`src/rtl/bin2bcd_pkg.sv`:
```
// Shared types and constants for the sequential binary-to-BCD converter.
package bin2bcd_pkg;

  typedef enum logic [1:0] {
    IDLE,
    SHIFT,
    DONE
  } state_t;

  // A digit at or above this value is corrected before the next shift.
  localparam logic [3:0] BCD_ADJ_THRESH = 4'd5;
  localparam logic [3:0] BCD_ADJ_ADD    = 4'd3;

  // Number of decimal digits needed to represent 2^width-1.
  function automatic int unsigned digits(input int unsigned width);
    longint unsigned max_val;
    int unsigned     n;
    max_val = (64'd1 << width) - 64'd1;
    n = 0;
    while (max_val != 0) begin
      max_val = max_val / 10;
      n++;
    end
    if (n == 0) n = 1;
    return n;
  endfunction

endpackage

```
`src/rtl/bin2bcd_seq_if.sv`:
```
// Operand/result handshake bundle for bin2bcd_seq.
// out_sign only exists when BIN2BCD_SIGNED_EN is defined.
interface bin2bcd_seq_if #(
  parameter int unsigned WIDTH  = 8,
  parameter int unsigned DIGITS = bin2bcd_pkg::digits(WIDTH)
);

  logic                  in_valid;
  logic                  in_ready;
  logic [WIDTH-1:0]      in_bin;
  logic                  out_valid;
  logic                  out_ready;
  logic [4*DIGITS-1:0]   out_bcd;
`ifdef BIN2BCD_SIGNED_EN
  logic                  out_sign;
`endif

  // Producer of operands / consumer of results.
  modport master (
    output in_valid,
    output in_bin,
    output out_ready,
    input  in_ready,
    input  out_valid,
`ifdef BIN2BCD_SIGNED_EN
    input  out_sign,
`endif
    input  out_bcd
  );

  // The converter itself.
  modport slave (
    input  in_valid,
    input  in_bin,
    input  out_ready,
    output in_ready,
    output out_valid,
`ifdef BIN2BCD_SIGNED_EN
    output out_sign,
`endif
    output out_bcd
  );

endinterface

```
`src/rtl/bin2bcd_dabble_digit.sv`:
```
// One double-dabble correction cell: adds 3 to a BCD digit that is 5 or more,
// so the following left shift carries correctly into the next decade.
module bin2bcd_dabble_digit
  import bin2bcd_pkg::*;
(
  input  logic [3:0] digit,
  output logic [3:0] adjusted
);

  // Pre-shift correction.
  always_comb begin
    adjusted = digit;
    if (digit >= BCD_ADJ_THRESH) adjusted = digit + BCD_ADJ_ADD;
  end

endmodule

```
`src/rtl/bin2bcd_seq.sv`:
```
// Multi-cycle binary-to-BCD converter (shift-and-add-3), one bit per cycle.
// Accepts an operand in IDLE, iterates WIDTH times in SHIFT, presents the
// result in DONE until out_ready. out_bcd keeps the last result afterwards.
// Optional BIN2BCD_SIGNED_EN: in_bin is two's complement, magnitude is
// converted and the sign is reported on out_sign.
module bin2bcd_seq
  import bin2bcd_pkg::*;
#(
  parameter int unsigned WIDTH  = 8,
  parameter int unsigned DIGITS = digits(WIDTH)
) (
  input logic          clk,
  input logic          rst,
  bin2bcd_seq_if.slave bus
);

  localparam int unsigned CNT_W = $clog2(WIDTH);
  localparam int unsigned BCD_W = 4 * DIGITS;

  state_t             state_q, state_d;
  logic [WIDTH-1:0]   bin_q;
  logic [BCD_W-1:0]   bcd_q;
  logic [BCD_W-1:0]   bcd_adj;
  logic [BCD_W-1:0]   bcd_shift;
  logic [BCD_W-1:0]   result_q;
  logic [CNT_W-1:0]   cnt_q;
  logic [WIDTH-1:0]   operand;
  logic               accept;
  logic               last_iter;
  // The top digit never exceeds 4 before a shift, so its carry-out is always 0.
  logic               unused_adj_msb;

  assign accept         = (state_q == IDLE) && bus.in_valid;
  assign last_iter      = (state_q == SHIFT) && (cnt_q == '0);
  assign bcd_shift      = {bcd_adj[BCD_W-2:0], bin_q[WIDTH-1]};
  assign unused_adj_msb = bcd_adj[BCD_W-1];

  for (genvar g = 0; g < DIGITS; g++) begin : g_digit
    bin2bcd_dabble_digit u_digit (
      .digit    (bcd_q[4*g +: 4]),
      .adjusted (bcd_adj[4*g +: 4])
    );
  end

`ifdef BIN2BCD_SIGNED_EN
  logic sign_q;

  // Negative operands are converted by magnitude; -2^(WIDTH-1) maps to 2^(WIDTH-1).
  always_comb begin
    operand = bus.in_bin;
    if (bus.in_bin[WIDTH-1]) operand = WIDTH'(~bus.in_bin) + WIDTH'(1);
  end

  // Sign is captured with the operand.
  always_ff @(posedge clk or posedge rst) begin
    if (rst) begin
      sign_q <= 1'b0;
    end else if (accept) begin
      sign_q <= bus.in_bin[WIDTH-1];
    end
  end

  assign bus.out_sign = sign_q;
`else
  // Unsigned operands convert as-is.
  always_comb begin
    operand = bus.in_bin;
  end
`endif

  // State register.
  always_ff @(posedge clk or posedge rst) begin
    if (rst) begin
      state_q <= IDLE;
    end else begin
      state_q <= state_d;
    end
  end

  // Next-state logic; SHIFT exits on count 0, never on counter wrap.
  always_comb begin
    state_d = state_q;
    unique case (state_q)
      IDLE:    if (bus.in_valid) state_d = SHIFT;
      SHIFT:   if (cnt_q == '0) state_d = DONE;
      DONE:    if (bus.out_ready) state_d = IDLE;
      default: state_d = IDLE;
    endcase
  end

  // Working shift registers, iteration counter and published result.
  always_ff @(posedge clk or posedge rst) begin
    if (rst) begin
      bin_q    <= '0;
      bcd_q    <= '0;
      cnt_q    <= '0;
      result_q <= '0;
    end else if (accept) begin
      bin_q <= operand;
      bcd_q <= '0;
      cnt_q <= CNT_W'(WIDTH - 1);
    end else if (state_q == SHIFT) begin
      bin_q <= bin_q << 1;
      bcd_q <= bcd_shift;
      if (last_iter) begin
        result_q <= bcd_shift;
      end else begin
        cnt_q <= cnt_q - CNT_W'(1);
      end
    end
  end

  assign bus.in_ready  = (state_q == IDLE);
  assign bus.out_valid = (state_q == DONE);
  assign bus.out_bcd   = result_q;

endmodule

```
`src/flat_wrapper.sv`:
```
// flat-port wrapper written by rule: the top's interface ports become plain ports
module bin2bcd_seq_flat import bin2bcd_pkg::*;
#(
  parameter int unsigned WIDTH  = 8,
  parameter int unsigned DIGITS = digits(WIDTH)
)
  (clk, rst, bus_in_valid, bus_in_bin, bus_out_ready, bus_in_ready, bus_out_valid, bus_out_bcd);
  bin2bcd_seq_if #(.WIDTH(WIDTH), .DIGITS(DIGITS)) bus_i ();
  input logic clk;
  input logic rst;
  input wire logic [$bits(bus_i.in_valid)-1:0] bus_in_valid;
  input wire logic [$bits(bus_i.in_bin)-1:0] bus_in_bin;
  input wire logic [$bits(bus_i.out_ready)-1:0] bus_out_ready;
  output wire logic [$bits(bus_i.in_ready)-1:0] bus_in_ready;
  output wire logic [$bits(bus_i.out_valid)-1:0] bus_out_valid;
  output wire logic [$bits(bus_i.out_bcd)-1:0] bus_out_bcd;
  assign bus_i.in_valid = bus_in_valid;
  assign bus_i.in_bin = bus_in_bin;
  assign bus_i.out_ready = bus_out_ready;
  assign bus_in_ready = bus_i.in_ready;
  assign bus_out_valid = bus_i.out_valid;
  assign bus_out_bcd = bus_i.out_bcd;
  bin2bcd_seq #(.WIDTH(WIDTH), .DIGITS(DIGITS)) u_core (.clk(clk), .rst(rst), .bus(bus_i));
endmodule
```
`config.mk`:
```
export PLATFORM = sky130hd
export DESIGN_NAME = bin2bcd_seq_flat
export DESIGN_NICKNAME = d
export VERILOG_FILES = /design/src/rtl/bin2bcd_pkg.sv /design/src/rtl/bin2bcd_seq_if.sv /design/src/rtl/bin2bcd_dabble_digit.sv /design/src/rtl/bin2bcd_seq.sv /design/src/flat_wrapper.sv
export SDC_FILE = /design/constraint.sdc
export NUM_CORES = 1
export LEC_CHECK = 0
export ABC_AREA = 1
export ABC_CLOCK_PERIOD_IN_PS = 1200
export BUFFER_PORTS_ARGS = -buffer_cell sky130_fd_sc_hd__buf_2
export CAP_MARGIN = 10
export CELL_PAD_IN_SITES_DETAIL_PLACEMENT = 0
export CELL_PAD_IN_SITES_GLOBAL_PLACEMENT = 1
export CORE_MARGIN = 2
export CORE_UTILIZATION = 38
export DETAILED_ROUTE_END_ITERATION = 12
export GPL_ROUTABILITY_DRIVEN = 0
export GPL_TIMING_DRIVEN = 1
export PLACE_DENSITY_LB_ADDON = 0.2
export SYNTH_ARGS = -nofsm -noshare
export SYNTH_HDL_FRONTEND = slang
export SYNTH_SLANG_ARGS = --single-unit
export TNS_END_PERCENT = 30
```
`constraint.sdc`:
```
create_clock -name clk -period 1.2 [get_ports clk]
set_input_delay 0.12 -clock clk [delete_from_list [all_inputs] [get_ports clk]]
set_output_delay 0.12 -clock clk [all_outputs]
set_load 0.1 [all_outputs]
```
==> results of run 1 <==
==> cells by family (layout without fill, tap and decap cells) <==
family	Yosys count	in the layout	share of synthesized area
fa+ha+maj	8	8	0.0548
simple gates	133	133	0.322
compound gates	18	18	0.0541
buf+inv	26	92	0.0630
flops	37	37	0.507
==> worst reg2reg max path, cell delays in order (launching register included) <==
cell and delay, ps:
dfrtp_2 450, buf_6 130, nor2_4 170, nand3_4 160, clkbuf_16 200, nand2_4 50
nand2_2 50
==> cells in the final DEF (no fill, tap or decap), types with 5 or more instances in the layout <==
master and count:
buf_6 7, dfrtp_1 35, inv_1 12, buf_12 17, nand3_1 24, nand2_1 69, buf_2 11, nand2_2 16
buf_4 23, inv_2 9, clkbuf_8 7, nand2_4 5, o21ai_1 7, nand4_1 6
==> final timing paths <==
kind | start | end | slack (ps) | cells past startpoint
worst max-delay path | u_core.state_q[1] | u_core.bus.out_bcd[4] | -110 | 6
worst min-delay path | bus_in_bin[0] | u_core.bin_q[0] | 40 | 3
worst max register to register | u_core.state_q[1] | u_core.bus.out_bcd[4] | -110 | 6
worst min register to register | u_core.bin_q[0] | u_core.bin_q[0] | 470 | 2
max in group asynchronous | rst | u_core.state_q[1] | 570 | 4
min in group asynchronous | rst | u_core.bin_q[0] | 420 | 4
==> stage by stage <==
| stage | instances | setup TNS (ps) | utilization | worst slack (ps) |
|---|---|---|---|---|
| 6_report | 342 | -1560 | 0.612 | -112 |
| 5_1_grt | 342 | -4070 | 0.612 | -175 |
| 4_1_cts | 341 | -540 | 0.577 | -79.1 |
| 3_5_place_dp | 324 | -774 | 0.517 | -98.4 |
| 3_3_place_gp | 324 | -504 | 0.517 | -81.0 |
| 2_1_floorplan | 222 | -7890 | - | -429 |
==> area by class of cell <==
cell class | instances | area, sq um
fillers | 386 | 1820
inverters | 23 | 96.3
clock inverters | 1 | 5.00
multi-input cells | 159 | 987
well taps | 54 | 67.6
clock buffers | 7 | 96.3
repair buffers | 61 | 692
flip-flops and latches | 37 | 928
==> layer usage <==
| metal | GRT usage | vias to the layer above | share of wire |
|---|---|---|---|
| met3 | 0.0384 | 6 | 0.027 |
| li1 | - | 847 | - |
| met1 | 0.217 | 788 | 0.46 |
| met4 | 0.0667 | 0 | 0.017 |
| met2 | 0.306 | 34 | 0.50 |
| met5 | 0 | - | 0 |
==> cell usage after synthesis, drive strengths merged <==
cell,count,area [sq um]
o22ai,3,18.8
nand3,29,158
nor2,5,28.8
nand2,92,358
dfrtp,37,926
inv,22,82.6
clkinv,1,5.00
or2,1,6.26
buf,3,27.5
o31ai,1,7.51
o21ai,13,65.1
ha,8,100
o211ai,1,7.51
nand4,6,37.5
==> state kept, by name, summed over array words and instances, names as in the netlist <==
name,flops
u_core.bin_q,8
u_core.cnt_q,3
u_core.bcd_q,12
u_core.bus.out_bcd,12
u_core.state_q,2
==> timing repair <==
action | CTS | global route
setup buffers | 7 | 0
resized for setup | 26 | 41
setup endpoints to repair | 24 | 39
gates cloned | 0 | 1
hold buffers | 2 | 0
pin swaps | 6 | 9
endpoints found under the hold margin | 38 | 0
==> flow_metrics.env, run 1 <==
export IMPL_status="complete, but fails checks"
export IMPL_violations="negative setup slack"
export IMPL_worst_setup_path_end_kind="register"
export IMPL_drv_cap=0
export IMPL_fin_area_sq_um=2870
export IMPL_grt_pass1_vias=1665
export IMPL_drt_pass1_iterations=4
export IMPL_insertion_delay_ps=280
export IMPL_crit_type="reg2reg"
export IMPL_vias_per_cell=4.90
export IMPL_avgRoutedWirePerCell_microns=12.7
export IMPL_tightest_slew_ps=236
export IMPL_grt_max_degree=38
export IMPL_num_vias=1675
export IMPL_clkSlewWorstSetupHoldPaths_ps=80
export IMPL_drt_total_wl_microns=4350
export IMPL_areaGrowthSynthToFinish_pct=57.2
export IMPL_cts_made_buffers=5
export IMPL_holdWs_ps=37.5
export IMPL_start_util=0.390
export IMPL_die_h_microns=73.4
export IMPL_grt_pass1_wl_microns=7380
export IMPL_slowest_stage="dfrtp_2"
export IMPL_slew_headroom=0.843
export IMPL_ys_warn_count=0
export IMPL_syn_inst=222
export IMPL_startpoint_type="register"
export IMPL_rsz0062_at_grt="yes"
export IMPL_clk_path_buf_depth=2
export IMPL_cts_root_buf="clkbuf_8"
export IMPL_dieArea_sq_um=5380
export IMPL_track_usage=0.178
export IMPL_cts_tree="done"
export IMPL_min_period_ps=1310
export IMPL_portBuffers=25
export IMPL_dpl_hpwl_microns=2820
export IMPL_top_level_ports=26
export IMPL_path_max_fanout=6
export IMPL_ys_seq_area_frac=0.507
export IMPL_required_ps=1380
export IMPL_cts_sinks=37
export IMPL_avgSynthCellArea_sq_um=8.23
export IMPL_antenna_found_initial=0
export IMPL_diodes=0
export IMPL_syn_num_nets=242
export IMPL_hold_violations=0
export IMPL_coreArea_sq_um=4690
export IMPL_post_route_period_util=1.09
export IMPL_timing_fmax_mhz=762
export IMPL_layout_nets=307
export IMPL_synth_cell_type_count=22
export IMPL_worstPathArrival_ps=1490
export IMPL_min_delay_path_class="in2reg"
export IMPL_finalMaxSlewViolations=0
export IMPL_crit_chain="buf_6, nor2_4, nand3_4, clkbuf_16, nand2_4, nand2_2"
export IMPL_grt_overflow=0
export IMPL_placed_area_sq_um=2430
export IMPL_post_route_cells_drive_above_1_share=0.424
export IMPL_ys_ff_latch=37
export IMPL_cp_top_family="flip-flops"
export IMPL_worst_slack_ps=-112
export IMPL_setup_viol_count_final=25
export IMPL_drtIter0Drc=87
export IMPL_critPathBufInv=2
export IMPL_drc_errors=0
export IMPL_dieWidth_microns=73.4
export IMPL_syn_cell_area_sq_um=1830
export IMPL_ant_nets=0
export IMPL_rows=25
export IMPL_htreeDepth=2
export IMPL_cpPeakStageDelay_ps=450
export IMPL_finClkSkew_ps=4.70
Power of run 1 is not shown: default switching activity piles up to over one toggle a cycle in this logic, so the estimate is an artifact.
==> run 2: changes to the inputs <==
--- a/config.mk
+++ b/config.mk
@@ -8,7 +8,7 @@
 export ABC_AREA = 1
 export ABC_CLOCK_PERIOD_IN_PS = 1200
 export BUFFER_PORTS_ARGS = -buffer_cell sky130_fd_sc_hd__buf_2
-export CAP_MARGIN = 10
+export CAP_MARGIN = 20
 export CELL_PAD_IN_SITES_DETAIL_PLACEMENT = 0
 export CELL_PAD_IN_SITES_GLOBAL_PLACEMENT = 1
 export CORE_MARGIN = 2
@@ -20,4 +20,4 @@
 export SYNTH_ARGS = -nofsm -noshare
 export SYNTH_HDL_FRONTEND = slang
 export SYNTH_SLANG_ARGS = --single-unit
-export TNS_END_PERCENT = 30
+export TNS_END_PERCENT = 5
==> flow_metrics.env, run 2 (synthesis results as in run 1) <==
export IMPL_violations="negative setup slack"
export IMPL_slew_headroom=0.852
export IMPL_start_util=0.390
export IMPL_portBuffers=25
export IMPL_num_vias=1611
export IMPL_grt_use_met3=0.0412
export IMPL_hold_violations=0
export IMPL_dieWidth_microns=73.4
export IMPL_tightest_slew_ps=220
export IMPL_drv_cap=0
export IMPL_grt_pass1_wl_microns=7180
export IMPL_grt_pass1_vias=1574
export IMPL_setup_viol_count_final=17
export IMPL_grt_max_degree=38
export IMPL_grt_overflow=0
export IMPL_path_max_fanout=3
export IMPL_min_delay_path_class="in2reg"
export IMPL_worstPathArrival_ps=1140
export IMPL_avgRoutedWirePerCell_microns=12.2
export IMPL_startpoint_type="register"
export IMPL_ant_nets=0
export IMPL_dpl_hpwl_microns=2800
export IMPL_timing_fmax_mhz=791
export IMPL_areaGrowthSynthToFinish_pct=45.9
export IMPL_dieArea_sq_um=5380
export IMPL_grt_busiest_layer="met2"
export IMPL_finalMaxSlewViolations=0
export IMPL_coreArea_sq_um=4690
export IMPL_grtUsageMet2=0.300
export IMPL_clkSlewWorstSetupHoldPaths_ps=70
export IMPL_post_route_cells_drive_above_1_share=0.339
export IMPL_rsz0062_at_grt="yes"
export IMPL_drc_errors=0
export IMPL_top_level_ports=26
export IMPL_cts_root_buf="clkbuf_8"
export IMPL_mostFrequentLayoutCell="nand2_1"
export IMPL_worst_setup_path_end_kind="primary output"
export IMPL_drtIter0Drc=175
export IMPL_drt_pass1_iterations=5
export IMPL_drt_total_wl_microns=4100
export IMPL_insertion_delay_ps=290
export IMPL_rows=25
export IMPL_layout_cells_most_common_list="nand2_1 (84), dfrtp_1 (35), nand3_1 (24), buf_4 (23), buf_12 (16)"
export IMPL_cts_tree="done"
export IMPL_post_route_period_util=1.05
export IMPL_holdPathStages=3
export IMPL_antenna_found_initial=0
export IMPL_htreeDepth=2
export IMPL_min_period_ps=1260
export IMPL_tns_ps=-597
export IMPL_worst_slack_ps=-63.9
export IMPL_cts_made_buffers=5
export IMPL_crit_type="reg2out"
export IMPL_clk_path_buf_depth=2
export IMPL_use_met1=0.215
export IMPL_cts_sinks=37
export IMPL_layout_nets=302
export IMPL_die_h_microns=73.4
export IMPL_nFillCells=416
export IMPL_reg2reg_setup_slack_ps=-50
export IMPL_vias_per_cell=4.78
export IMPL_status="complete, but fails checks"
export IMPL_required_ps=1080
export IMPL_track_usage=0.174
export IMPL_finClkSkew_ps=6.22
export IMPL_diodes=0
export IMPL_reg2regPathDepth=6
run 2: timing repair:
| item | 4_1_cts | 5_1_grt |
|---|---|---|
| pin swaps | 2 | 3 |
| hold buffers | 2 | 0 |
| endpoints found under the setup margin | 28 | 38 |
| buffers inserted | 4 | 1 |
| gates resized for setup | 22 | 14 |
| endpoints found under the hold margin | 38 | 0 |
run 2: metrics by stage:
step | instances | hold WS, ps | instance area (sq um) | utilization | setup WS, ps
3_5_place_dp | 322 | 185 | 2410 | 0.514 | -106
3_3_place_gp | 322 | 186 | 2410 | 0.514 | -87.9
5_1_grt | 337 | 32.7 | 2670 | 0.568 | -137
6_report | 337 | 33.5 | 2670 | 0.568 | -63.9
4_1_cts | 336 | 29.1 | 2610 | 0.556 | -47.3
2_1_floorplan | 222 | 206 | 1840 | - | -435
run 2: layout make-up:
type,instances,area (sq um),share of cell area
multi-input combinational,159,881,0.330
tap,54,67.6,0.0253
inverter,23,92.6,0.0347
sequential,37,928,0.348
timing repair buffer,56,617,0.231
clock buffer,8,80.1,0.0300
run 2: path summary, 6_finish.rpt:
path,from,to
worst max-delay path,u_core.state_q[1],bus_out_valid
worst min register to register,u_core.bin_q[0],u_core.bin_q[0]
worst min-delay path,bus_in_bin[0],u_core.bin_q[0]
min in group asynchronous,rst,u_core.bcd_q[8]
max in group asynchronous,rst,u_core.state_q[1]
worst max register to register,u_core.bcd_q[8],u_core.bus.out_bcd[10]
run 2: layer usage:
layer / routed length, microns / share of wire
met1: 1880 / 0.46
met2: 2020 / 0.49
met3: 113 / 0.028
met4: 80 / 0.020
met5: 0 / 0
run 2: critical path, stage by stage (launching register included):
cell and delay (ps):
dfrtp_2 400, inv_2 50, buf_6 110, nor2_4 110, buf_12 180
Power of run 2 is left out for the same reason.
==> run 3: changes to the inputs <==
--- a/config.mk
+++ b/config.mk
@@ -12,7 +12,8 @@
 export CELL_PAD_IN_SITES_DETAIL_PLACEMENT = 0
 export CELL_PAD_IN_SITES_GLOBAL_PLACEMENT = 1
 export CORE_MARGIN = 2
-export CORE_UTILIZATION = 38
+export CORE_UTILIZATION = 39
+export CTS_BUF_LIST = sky130_fd_sc_hd__clkbuf_4
 export DETAILED_ROUTE_END_ITERATION = 12
 export GPL_ROUTABILITY_DRIVEN = 0
 export GPL_TIMING_DRIVEN = 1
==> flow_metrics.env, run 3 (synthesis results as in run 1) <==
export IMPL_status="complete, but fails checks"
export IMPL_violations="negative setup slack"
export IMPL_cp_depth=3
export IMPL_cts_root_buf="clkbuf_4"
export IMPL_post_route_period_util=1.10
export IMPL_multiInputGateArea_sq_um=850
export IMPL_layout_cells_most_common_list="nand2_1 (84), dfrtp_1 (35), nand3_1 (25), buf_4 (19), buf_12 (15)"
export IMPL_reg2reg_setup_slack_ps=-50
export IMPL_holdPathStages=3
export IMPL_htreeDepth=2
export IMPL_crit_chain="nor2_4, buf_6, buf_12"
export IMPL_insertion_delay_ps=350
export IMPL_critPathBufInv=2
export IMPL_min_period_ps=1320
export IMPL_cpPeakStageDelay_ps=450
export IMPL_r2r_end="u_core.bus.out_bcd[11]"
export IMPL_finalMaxSlewViolations=0
export IMPL_post_route_cells_drive_above_1_share=0.317
export IMPL_ff_latch_area_sq_um=928
export IMPL_reg2regPathDepth=7
export IMPL_mostFrequentLayoutCell="nand2_1"
export IMPL_hold_end="u_core.bin_q[7]"
export IMPL_areaGrowthSynthToFinish_pct=43.6
export IMPL_drt_total_wl_microns=3960
export IMPL_worst_slack_ps=-121
export IMPL_dp_slack_ps=-113
export IMPL_cts_sinks=37
export IMPL_required_ps=1080
export IMPL_grt_overflow=0
export IMPL_drt_pass1_iterations=4
export IMPL_crit_type="reg2out"
export IMPL_slew_headroom=0.825
export IMPL_cts_made_buffers=5
export IMPL_vias_per_cell=4.79
export IMPL_worstPathArrival_ps=1200
export IMPL_rsz0062_at_grt="yes"
export IMPL_setup_viol_count_final=19
export IMPL_antenna_found_initial=0
export IMPL_start_util=0.411
export IMPL_clk_path_buf_depth=2
export IMPL_drv_cap=0
export IMPL_path_max_fanout=3
export IMPL_portBuffers=25
export IMPL_slowest_stage="dfrtp_2"
export IMPL_drtIter0Drc=102
export IMPL_cp_top_family="flip-flops"
export IMPL_worst_setup_path_end_kind="primary output"
export IMPL_dieArea_sq_um=5250
export IMPL_startpoint_type="register"
export IMPL_drc_errors=0
export IMPL_finClkSkew_ps=7.65
export IMPL_coreArea_sq_um=4440
export IMPL_r2r_start="u_core.state_q[0]"
export IMPL_hp_start="bus_in_bin[7]"
export IMPL_rows=24
export IMPL_ant_nets=0
export IMPL_timing_fmax_mhz=757
export IMPL_num_vias=1609
export IMPL_clkSlewWorstSetupHoldPaths_ps=110
export IMPL_cts_tree="done"
export IMPL_dieWidth_microns=72.5
export IMPL_holdWs_ps=29.2
export IMPL_top_level_ports=26
export IMPL_hold_violations=0
export IMPL_diodes=0
export IMPL_nFillCells=415
export IMPL_dpl_hpwl_microns=2710
export IMPL_final_util=0.591
export IMPL_placed_area_sq_um=2380
export IMPL_avgRoutedWirePerCell_microns=11.8
export IMPL_min_delay_path_class="in2reg"
export IMPL_fin_area_sq_um=2630
export IMPL_track_usage=0.173
export IMPL_grt_pass1_wl_microns=6970
export IMPL_grt_pass1_vias=1563
export IMPL_die_h_microns=72.5
export IMPL_tightest_slew_ps=262
export IMPL_layout_nets=303
export IMPL_grt_max_degree=38
## run 3: area by class of cell
class,count,share of cell area
Multi-Input combinational cell,159,0.324
Timing Repair Buffer,57,0.238
Clock buffer,8,0.0229
Sequential cell,37,0.354
Inverter,23,0.0367
Tap cell,52,0.0248
## run 3: routing by layer
layer | part of all wire | GRT usage | up-vias
met3 | 0.026 | 0.0375 | 8
met5 | 0 | 0 | -
li1 | - | - | 836
met1 | 0.46 | 0.226 | 742
met2 | 0.49 | 0.281 | 23
met4 | 0.019 | 0.0679 | 0
## run 3: worst reg2reg max path: cells and delay by family (launching register included)
family,cells,cell delay (ps)
AOI/OAI and AO/OA,1,60
DFF,1,420
buffers and inverters,3,350
and+or+nand+nor,3,330
## run 3: repair_timing
item                                   4_1_cts  5_1_grt
setup buffers                                3        0
pin swaps                                    2        2
gates resized for setup                     18       11
endpoints found under the hold margin       45        0
hold buffers                                 9        0
setup endpoints to repair                   36       38
## run 3: worst max-delay path by stage
| stage | endpoint | startpoint |
|---|---|---|
| after floorplan | u_core.bin_q[1] | u_core.state_q[0] |
| after global placement | u_core.cnt_q[0] | u_core.cnt_q[0] |
| after detailed placement | u_core.cnt_q[0] | u_core.cnt_q[0] |
| after CTS | bus_in_ready | u_core.state_q[1] |
| after global routing | bus_in_ready | u_core.state_q[1] |
| final | bus_in_ready | u_core.state_q[0] |
## run 3: stage by stage
stage	TNS, ps	instances
detailed placement	-733	316
global placement	-526	316
floorplan	-7960	222
CTS	-618	336
global route	-3650	336
finish	-673	336
Power of run 3 is left out for the same reason.
